==> src/rtl/debug_mem.sv <==
// rtl/debug_mem.sv - Debug memory window: program buffer, abstract data, hart handshake flags, ROM routing
// Hart side is a 64-bit single-cycle port; the DM side addresses 32-bit words (data first, then progbuf).

module debug_mem #(
    parameter int ProgBufSize = 8,
    parameter int DataCount   = 2
) (
    input  logic        clk_i,
    input  logic        rst_ni,
    input  logic        req_i,
    input  logic        we_i,
    input  logic [63:0] addr_i,
    input  logic [63:0] wdata_i,
    input  logic [7:0]  be_i,
    output logic [63:0] rdata_o,
    output logic        rom_req_o,
    input  logic [63:0] rom_rdata_i,
    input  logic        go_i,
    input  logic        resume_i,
    output logic        halted_o,
    output logic        cmdbusy_o,
    output logic        cmddone_o,
    output logic        cmderr_o,
    output logic        resumeack_o,
    input  logic        dm_we_i,
    input  logic [3:0]  dm_addr_i,
    input  logic [31:0] dm_wdata_i,
    output logic [31:0] dm_rdata_o
);

    localparam int NWords = DataCount + ProgBufSize;

    typedef enum logic [1:0] {
        S_IDLE,
        S_GO,
        S_EXEC,
        S_RESUME
    } state_e;

    state_e      state_q, state_d;
    logic        go_q, go_d;
    logic        resume_q, resume_d;
    logic        halted_q, halted_d;
    logic        cmddone_q, cmddone_d;
    logic        cmderr_q, cmderr_d;
    logic        resumeack_q, resumeack_d;
    logic [63:0] rdata_q, rdata_d;
    logic        rom_sel_q, rom_sel_d;
    logic [31:0] mem_q [NWords];
    logic [31:0] mem_d [NWords];
    logic [63:0] local_rdata;

    logic        hart_wr;
    logic        hart_rd;
    logic [9:0]  word_addr;
    logic        wr_halted;
    logic        wr_going;
    logic        wr_resuming;
    logic        wr_exception;
    logic        unused_addr_bits;

    assign hart_wr      = req_i & we_i;
    assign hart_rd      = req_i & ~we_i;
    assign word_addr    = addr_i[11:2];
    assign wr_halted    = hart_wr && (word_addr == 10'h040);
    assign wr_going     = hart_wr && (word_addr == 10'h041);
    assign wr_resuming  = hart_wr && (word_addr == 10'h042);
    assign wr_exception = hart_wr && (word_addr == 10'h043);
    assign unused_addr_bits = ^{addr_i[63:12], addr_i[1:0]};

    // Byte address of storage word w as seen by the hart
    function automatic logic [11:0] word_byte_addr(input int w);
        if (w < DataCount) begin
            return 12'h380 + 12'(4 * w);
        end
        return 12'h340 + 12'(4 * (w - DataCount));
    endfunction

    always_comb begin
        logic [11:0] wa;
        wa          = '0;
        local_rdata = '0;
        if (addr_i[11:3] == 9'h080) begin
            local_rdata = {62'b0, resume_q, go_q};
        end
        for (int w = 0; w < NWords; w++) begin
            wa       = word_byte_addr(w);
            mem_d[w] = mem_q[w];
            if (addr_i[11:3] == wa[11:3]) begin
                if (wa[2]) begin
                    local_rdata[63:32] = mem_q[w];
                    for (int b = 0; b < 4; b++) begin
                        if (hart_wr && be_i[4+b]) begin
                            mem_d[w][8*b +: 8] = wdata_i[32+8*b +: 8];
                        end
                    end
                end else begin
                    local_rdata[31:0] = mem_q[w];
                    for (int b = 0; b < 4; b++) begin
                        if (hart_wr && be_i[b]) begin
                            mem_d[w][8*b +: 8] = wdata_i[8*b +: 8];
                        end
                    end
                end
            end
            // DM write overrides a concurrent hart write to the same word
            if (dm_we_i && (dm_addr_i == 4'(w))) begin
                mem_d[w] = dm_wdata_i;
            end
        end
    end

    always_comb begin
        dm_rdata_o = '0;
        for (int w = 0; w < NWords; w++) begin
            if (dm_addr_i == 4'(w)) begin
                dm_rdata_o = mem_q[w];
            end
        end
    end

    // After a ROM read with no new request, capture the ROM data so rdata_o keeps holding it
    always_comb begin
        rdata_d   = rdata_q;
        rom_sel_d = 1'b0;
        if (hart_rd) begin
            rdata_d   = local_rdata;
            rom_sel_d = addr_i[11];
        end else if (rom_sel_q) begin
            rdata_d = rom_rdata_i;
        end
    end

    always_comb begin
        state_d     = state_q;
        go_d        = go_q;
        resume_d    = resume_q;
        halted_d    = halted_q;
        cmddone_d   = 1'b0;
        cmderr_d    = 1'b0;
        resumeack_d = 1'b0;
        if (wr_halted) begin
            halted_d = 1'b1;
        end
        case (state_q)
            S_IDLE: begin
                if (go_i && halted_q) begin
                    state_d = S_GO;
                    go_d    = 1'b1;
                end else if (resume_i && halted_q) begin
                    state_d  = S_RESUME;
                    resume_d = 1'b1;
                end
            end
            S_GO: begin
                if (wr_going) begin
                    state_d = S_EXEC;
                    go_d    = 1'b0;
                end
            end
            S_EXEC: begin
                if (wr_halted) begin
                    state_d   = S_IDLE;
                    cmddone_d = 1'b1;
                end else if (wr_exception) begin
                    state_d  = S_IDLE;
                    cmderr_d = 1'b1;
                end
            end
            S_RESUME: begin
                if (wr_resuming) begin
                    state_d     = S_IDLE;
                    resume_d    = 1'b0;
                    halted_d    = 1'b0;
                    resumeack_d = 1'b1;
                end
            end
            default: state_d = S_IDLE;
        endcase
    end

    always_ff @(posedge clk_i) begin
        if (!rst_ni) begin
            state_q     <= S_IDLE;
            go_q        <= 1'b0;
            resume_q    <= 1'b0;
            halted_q    <= 1'b0;
            cmddone_q   <= 1'b0;
            cmderr_q    <= 1'b0;
            resumeack_q <= 1'b0;
            rdata_q     <= '0;
            rom_sel_q   <= 1'b0;
            for (int w = 0; w < NWords; w++) begin
                mem_q[w] <= '0;
            end
        end else begin
            state_q     <= state_d;
            go_q        <= go_d;
            resume_q    <= resume_d;
            halted_q    <= halted_d;
            cmddone_q   <= cmddone_d;
            cmderr_q    <= cmderr_d;
            resumeack_q <= resumeack_d;
            rdata_q     <= rdata_d;
            rom_sel_q   <= rom_sel_d;
            for (int w = 0; w < NWords; w++) begin
                mem_q[w] <= mem_d[w];
            end
        end
    end

    assign rom_req_o   = req_i & addr_i[11];
    assign rdata_o     = rom_sel_q ? rom_rdata_i : rdata_q;
    assign halted_o    = halted_q;
    assign cmdbusy_o   = (state_q == S_GO) || (state_q == S_EXEC);
    assign cmddone_o   = cmddone_q;
    assign cmderr_o    = cmderr_q;
    assign resumeack_o = resumeack_q;

endmodule

==> config.mk <==
export PLATFORM = sky130hd
export DESIGN_NAME = debug_mem
export DESIGN_NICKNAME = d
export VERILOG_FILES = /design/src/rtl/debug_mem.sv
export SDC_FILE = /design/constraint.sdc
export NUM_CORES = 1
export LEC_CHECK = 0
export ABC_AREA = 1
export CORE_MARGIN = 2
export CORE_UTILIZATION = 26
export DETAILED_ROUTE_END_ITERATION = 12
export DONT_BUFFER_PORTS = 1
export PLACE_DENSITY = 0.44
export SYNTH_ARGS = -nofsm -noshare
export SYNTH_HDL_FRONTEND = slang
export SYNTH_SLANG_ARGS = --single-unit
==> constraint.sdc <==
create_clock -name clk_i -period 1.8 [get_ports clk_i]
set_clock_uncertainty 0.2 [all_clocks]
set_input_delay 0.18 -clock clk_i [delete_from_list [all_inputs] [get_ports clk_i]]
set_output_delay 0.18 -clock clk_i [all_outputs]
set_load 0.01 [all_outputs]
# ---- After elaboration in Yosys (flattened, before gate mapping)
# Memory sizes are Yosys's and may differ from the RTL's.
# Cells that the tools add are included.
dict set report totals {
  register_bits 73
  ramBits 320
  input_bits 243
  out_inout_bits 102
  elab_cells 206
  memories 1
}
dict set report classes {
  eq_ne 29
  mux 115
  n_bitwise 16
  reduce_logical 36
}
# memory depth word_bits read_ports rd_clocked_by_memory_dff wr line
set mem_list {}
lappend mem_list {mem_q 10 32 10 0 10 49} ;# logic [31:0] mem_q [NWords];
# operator n
set op_table {}
lappend op_table {{32-bit 2-to-1 mux} 45}
lappend op_table {{64-bit 2-to-1 mux} 7}
lappend op_table {{8-bit 2-to-1 mux} 40}
lappend op_table {{9-bit by 7-bit equality test with 1-bit output (second input constant)} 5}
lappend op_table {{10-bit by 7-bit equality test with 1-bit output (second input constant)} 4}
lappend op_table {{1-bit logical AND} 24}
lappend op_table {{4-bit by 3-bit equality test with 1-bit output (second input constant)} 4}
lappend op_table {{2-bit 2-to-1 mux} 7}
lappend op_table {{1-bit 2-to-1 mux} 13}
lappend op_table {{2-bit != test (second input constant)} 5}
lappend op_table {{1-bit OR} 10}
lappend op_table {{9-bit by 8-bit equality test with 1-bit output (second input constant)} 1}
lappend op_table {{4-bit by 2-bit equality test with 1-bit output (second input constant)} 2}
lappend op_table {{4-bit equality test (second input constant)} 2}
lappend op_table {{2-bit case mux with 4 select lines} 1}
lappend op_table {{4-bit AND reduction} 2}
lappend op_table {{3-bit != test (second input constant)} 2}
lappend op_table {{2-bit AND reduction} 3}
lappend op_table {{2-bit equality test (second input constant)} 2}
lappend op_table {{4-bit by 1-bit equality test with 1-bit output (second input constant)} 1}
lappend op_table {{4-bit logical NOT} 1}
lappend op_table {{1-bit case mux with 2 select lines} 2}
lappend op_table {{2-bit nonzero test} 2}
lappend op_table {{1-bit bitwise AND} 3}
lappend op_table {{6 further kinds} 8}

# ---- Logic depth before layout (Yosys ltp)
dict set report logic_depth {
  ltp_word 13
  mapped_depth 12
  depth_no_buf 11
}

# ---- Worst setup path before layout
# No wires, ideal clock.
dict set report synth_timing {
  path_type {input-to-reg}
  start {in addr_i[5]}
  end {mem mem_q[6][28]}
  setup_time_ns 0.119
  arrival_time_ns 1.374
  t_required_ns 1.481
  setup_slack_ns 0.107
  path_stages 10
  n_path_buf 2
  cell_sequence {inv_2 > nand2_2 > nor2_2 > nand3_1 > buf_4 > nor2_2 > nor2_1 > buf_2 > o21ai_0 > a21oi_1}
}
# element line
set synth_rtl {}
lappend synth_rtl {{from (decl)} 12} ;# input logic [63:0] addr_i,
lappend synth_rtl {{to (decl)} 49}

# ---- Worst setup path in the final report
dict set report layout_timing {
  start {reg rom_sel_q}
  end {out rdata_o[26]}
}
dict set report layout_between {
  elab_chain_cells 1
}
# element line
set layout_rtl {}
lappend layout_rtl {{from (decl)} 48} ;# logic rom_sel_q, rom_sel_d;
lappend layout_rtl {{from (signal assigned)} 205} ;# rom_sel_q <= rom_sel_d;
lappend layout_rtl {{64-bit 2-to-1 mux} 213} ;# assign rdata_o = rom_sel_q ? rom_rdata_i : rdata_q;
lappend layout_rtl {{to (decl)} 15} ;# output logic [63:0] rdata_o,
# No other way between the ends.

==> metrics.md <==
| Metric | Value |
|---|---|
| Status | complete, but fails checks |
| Failing checks | hold timing, setup timing |
| CP Launch Point | rom_sel_q |
| # rows | between 100 and 150 |
| Cell mode on critical path | buf_16 |
| Synth Register Bits | 393 |
| Buf+Inv Stages, Crit Path | 4 |
| Critical Path Sink Type | output port |
| Worst-margin pin slew | 0.8006 ns |
| CP peak stage delay | around 0.38 ns |
| Setup crit start kind | flip-flop |
| H-tree depth | 2 |
| PortBufs | 0 |
| Worst min-delay path category | in -> reg |
| Gr ovfl total | 0 |
| Final net count | between 4000 and 5000 |
| First-pass GRT wire length | approximately 200000 µm |
| WP data required | 1.42 ns |
| FMAX | approximately 440 MHz |
| Share of cells above drive strength 1 | ~25% |
| Power per cell area | between 600 and 700 mW/mm² |
| Most frequent cells in the layout | 1017 x nand2_1, 389 x buf_4, 337 x dfxtp_1 |
| Routed via count | roughly 28000 |
| Starting Density | between 20% and 30% |
| Met1 Use GR | between 30 and 40% |
| Clock transition at path regs | approximately 0.06 ns |
| Crit path kind | reg -> out |
| Initial antenna violation count | 30 |
| Top delay family on crit path | buffers and inverters |
| M3 GR Usage | under 10% |
| Yosys top cell area share | between 30% and 40% |
| Avg Vias per Cell | between 5 and 6 |
| Worst reg2reg setup slack | -0.01 ns |
| First DRT Iteration DRCs | between 2000 and 3000 |
| Worst EP arrival | between 1.5 and 2 ns |
| Fin util | 38.61% |
| Worst-path fanout max | 8 |
| Max Transition Viols Final | 0 |
| Final std cells w/o fill | 5191 |
| Top FF cell, synth | dfxtp_1 |
| Setup ws final | -0.4913 ns |
| Multiplexer share of the synthesized area | 3.212% |
| Worst-case clock buffer depth | 3 |
| Horiz. Die Dim | 297.7 µm |
| Pre-antenna DRT Iters | 6 |
| Ys Warns | 0 |
| RSZ-0062 raised after global routing | yes |
| I/O pin count | approximately 350 |
| Post-synth EDFFs | 0 |
| Static Leakage | between 10 and 15 nW |
| Placed insts | roughly 4800 |
| Drt wl/cell | roughly 27 µm |
| Post-layout min period | 2.291 ns |
| Cts bufs inserted | 51 |
| Clk_lat worst skew | approximately 0.63 ns |
| Final setup violating endpoints | 97 |
| Antenna violation net count after detailed routing | 0 |
| Final Wtd Congestion | approximately 0.94 |
| Total GRT Usage | a little under a third |
| Top post-synthesis cells by area | dfxtp_1 35%, nand2_1 18%, o21ai_0 7.9% |
| Final hold viol count | 235 |
| Mean Syn Cell Area | ~6.5 µm² |
| CTS tree | built |
| Syn Inst Count | around 3400 |
| Vias in the first global route | 26960 |
| Met2 Track Usage GR | a little over half |
| Commonest non-fill, non-tap cell in the layout | nand2_1 |
| Final hold slack | -0.4413 ns |
| Hold path start | rst_ni |
| Top Usage Layer GRT | met2 |
| Post-synthesis simple-gate area fraction | 29.93% |
| Area growth syn-to-layout | 46.77% |
| Synth cell types | 37 |
| Total core area | around 0.085 mm² |
| Die height | 297.7 µm |
| Largest family of logic cells by synthesized area | simple AND/OR/NAND/NOR gates |
| Post-synthesis xor/xnor area fraction | 0% |
| Mapped cell area | approximately 0.022 mm² |
| Post-route DRC | 0 |
| Slew HR | a little under half |
| Final WL | between 100000 and 150000 µm |
| Largest net degree at the start of global routing | around 230 |
| Adder-Cell Fraction of Synth Area | less than 1% |
| Crit-path cells | buf_16, buf_16, buf_12, mux2_4, buf_6 |
| MaxCap Viol Count | 0 |
| VDD IR max | 0.6965 mV |
| Final period utilization | 127.3% |
| Root buf cell | clkbuf_16 |
| Synth Area in Compound Gates | 22.92% |
| Crit Reg-Reg Startpoint | rom_sel_q |
| Post-DP HPWL | around 100000 µm |
| Syn Nets | roughly 3700 |
| Max stage delay cell, worst path | dfxtp_4 |
| Die ar. | roughly 0.089 mm² |
| Register area share after synthesis | 35.07% |
| Area leader, netlist | dfxtp_1 |
| Sink Count | ~400 |
| Asr flop ratio synth | 0% |
-- final timing paths --
| path | endpoint | cells past startpoint |
|---|---|---|
| max | rdata_o[26] | 5 |
| min | halted_o | 2 |
| max reg2reg | rdata_q[32] | 8 |
| min reg2reg | mem_q[2][4] | 2 |
-- flip-flops by register name, summed over array words and instances, names as in the netlist --
signal / cells
mem_q: 320
cmderr_o: 1
resumeack_o: 1
resume_q: 1
cmddone_o: 1
halted_o: 1
rdata_q: 64
go_q: 1
rom_sel_q: 1
state_q: 2
-- layout make-up --
type                            count  area [µm²]
Clock buffer                       80        1558
Timing Repair Buffer              746        7492
Tap cell                         1144        1431
Clock inverter                     14       151.4
Antenna cell                        6       15.01
Fill cell                        9019       52350
Sequential cell                   393        7943
Timing Repair inverter              1       7.507
Inverter                          245       953.4
Multi-Input combinational cell   2562       13380
-- synth_stat cells (2+ instances only) --
| cell | instances |
|---|---|
| clkbuf_1 | 160 |
| mux2_2 | 64 |
| clkbuf_2 | 3 |
| clkinv_1 | 5 |
| o21ai_0 | 356 |
| o21ai_4 | 3 |
| buf_1 | 11 |
| a21oi_1 | 192 |
| o21ai_1 | 61 |
| buf_6 | 2 |
| nor3_1 | 9 |
| nor2_4 | 17 |
| o211ai_1 | 36 |
| buf_2 | 50 |
| nand4_1 | 163 |
| ha_1 | 5 |
| dfxtp_1 | 393 |
| inv_2 | 36 |
| nand2_2 | 8 |
| o22ai_1 | 6 |
| o21bai_1 | 30 |
| nand2_1 | 1049 |
| inv_1 | 203 |
| nor2_1 | 194 |
| nand3_2 | 4 |
| buf_4 | 10 |
| nor2_2 | 17 |
| a31oi_1 | 218 |
| nand3_1 | 109 |
| o21ai_2 | 15 |
-- layer usage --
metal  up-vias  wire length, µm
met5         -              103
met4        14             9159
met3       402             9674
met2      1381            66700
met1     13300            53040
li1      12840                -
-- cells by family after synthesis --
group                    after synthesis
flip-flops                           393
multiplexers                          64
adder cells (fa/ha/maj)                5
AND/OR/NAND/NOR                     1574
AO/OA/AOI/OAI                        919
buffers and inverters                481
-- what timing repair did --
| action | CTS | global route |
|---|---|---|
| gates cloned | 5 | 4 |
| hold endpoints to repair | 393 | 233 |
| buffers inserted | 64 | 27 |
| gates resized for setup | 292 | 152 |
| hold buffers | 192 | 3 |
| pin swaps | 81 | 92 |
| setup endpoints to repair | 97 | 452 |
-- report_power, final --
part	internal, mW	total (mW)	switching (mW)
registers	8.89	9.05	0.158
logic	1.27	3.07	1.80
clock network	6.34	10.7	4.41
total	16.5	22.9	6.37
-- stage by stage --
| step | power (mW) | worst slack (ns) | area, µm² | TNS (ns) |
|---|---|---|---|---|
| floorplan | 10.42 | 0.1066 | 22430 | 0 |
| global placement | 11.34 | -0.5045 | 27260 | -42.67 |
| detailed placement | 11.33 | -0.5620 | 27260 | -45.19 |
| CTS | 22.80 | -0.5703 | 32350 | -61.85 |
| global route | 23.45 | -0.5617 | 32920 | -39.17 |
| finish | 22.87 | -0.4913 | 32930 | -35.04 |
No activity file was read; power rests on OpenSTA's default activity.
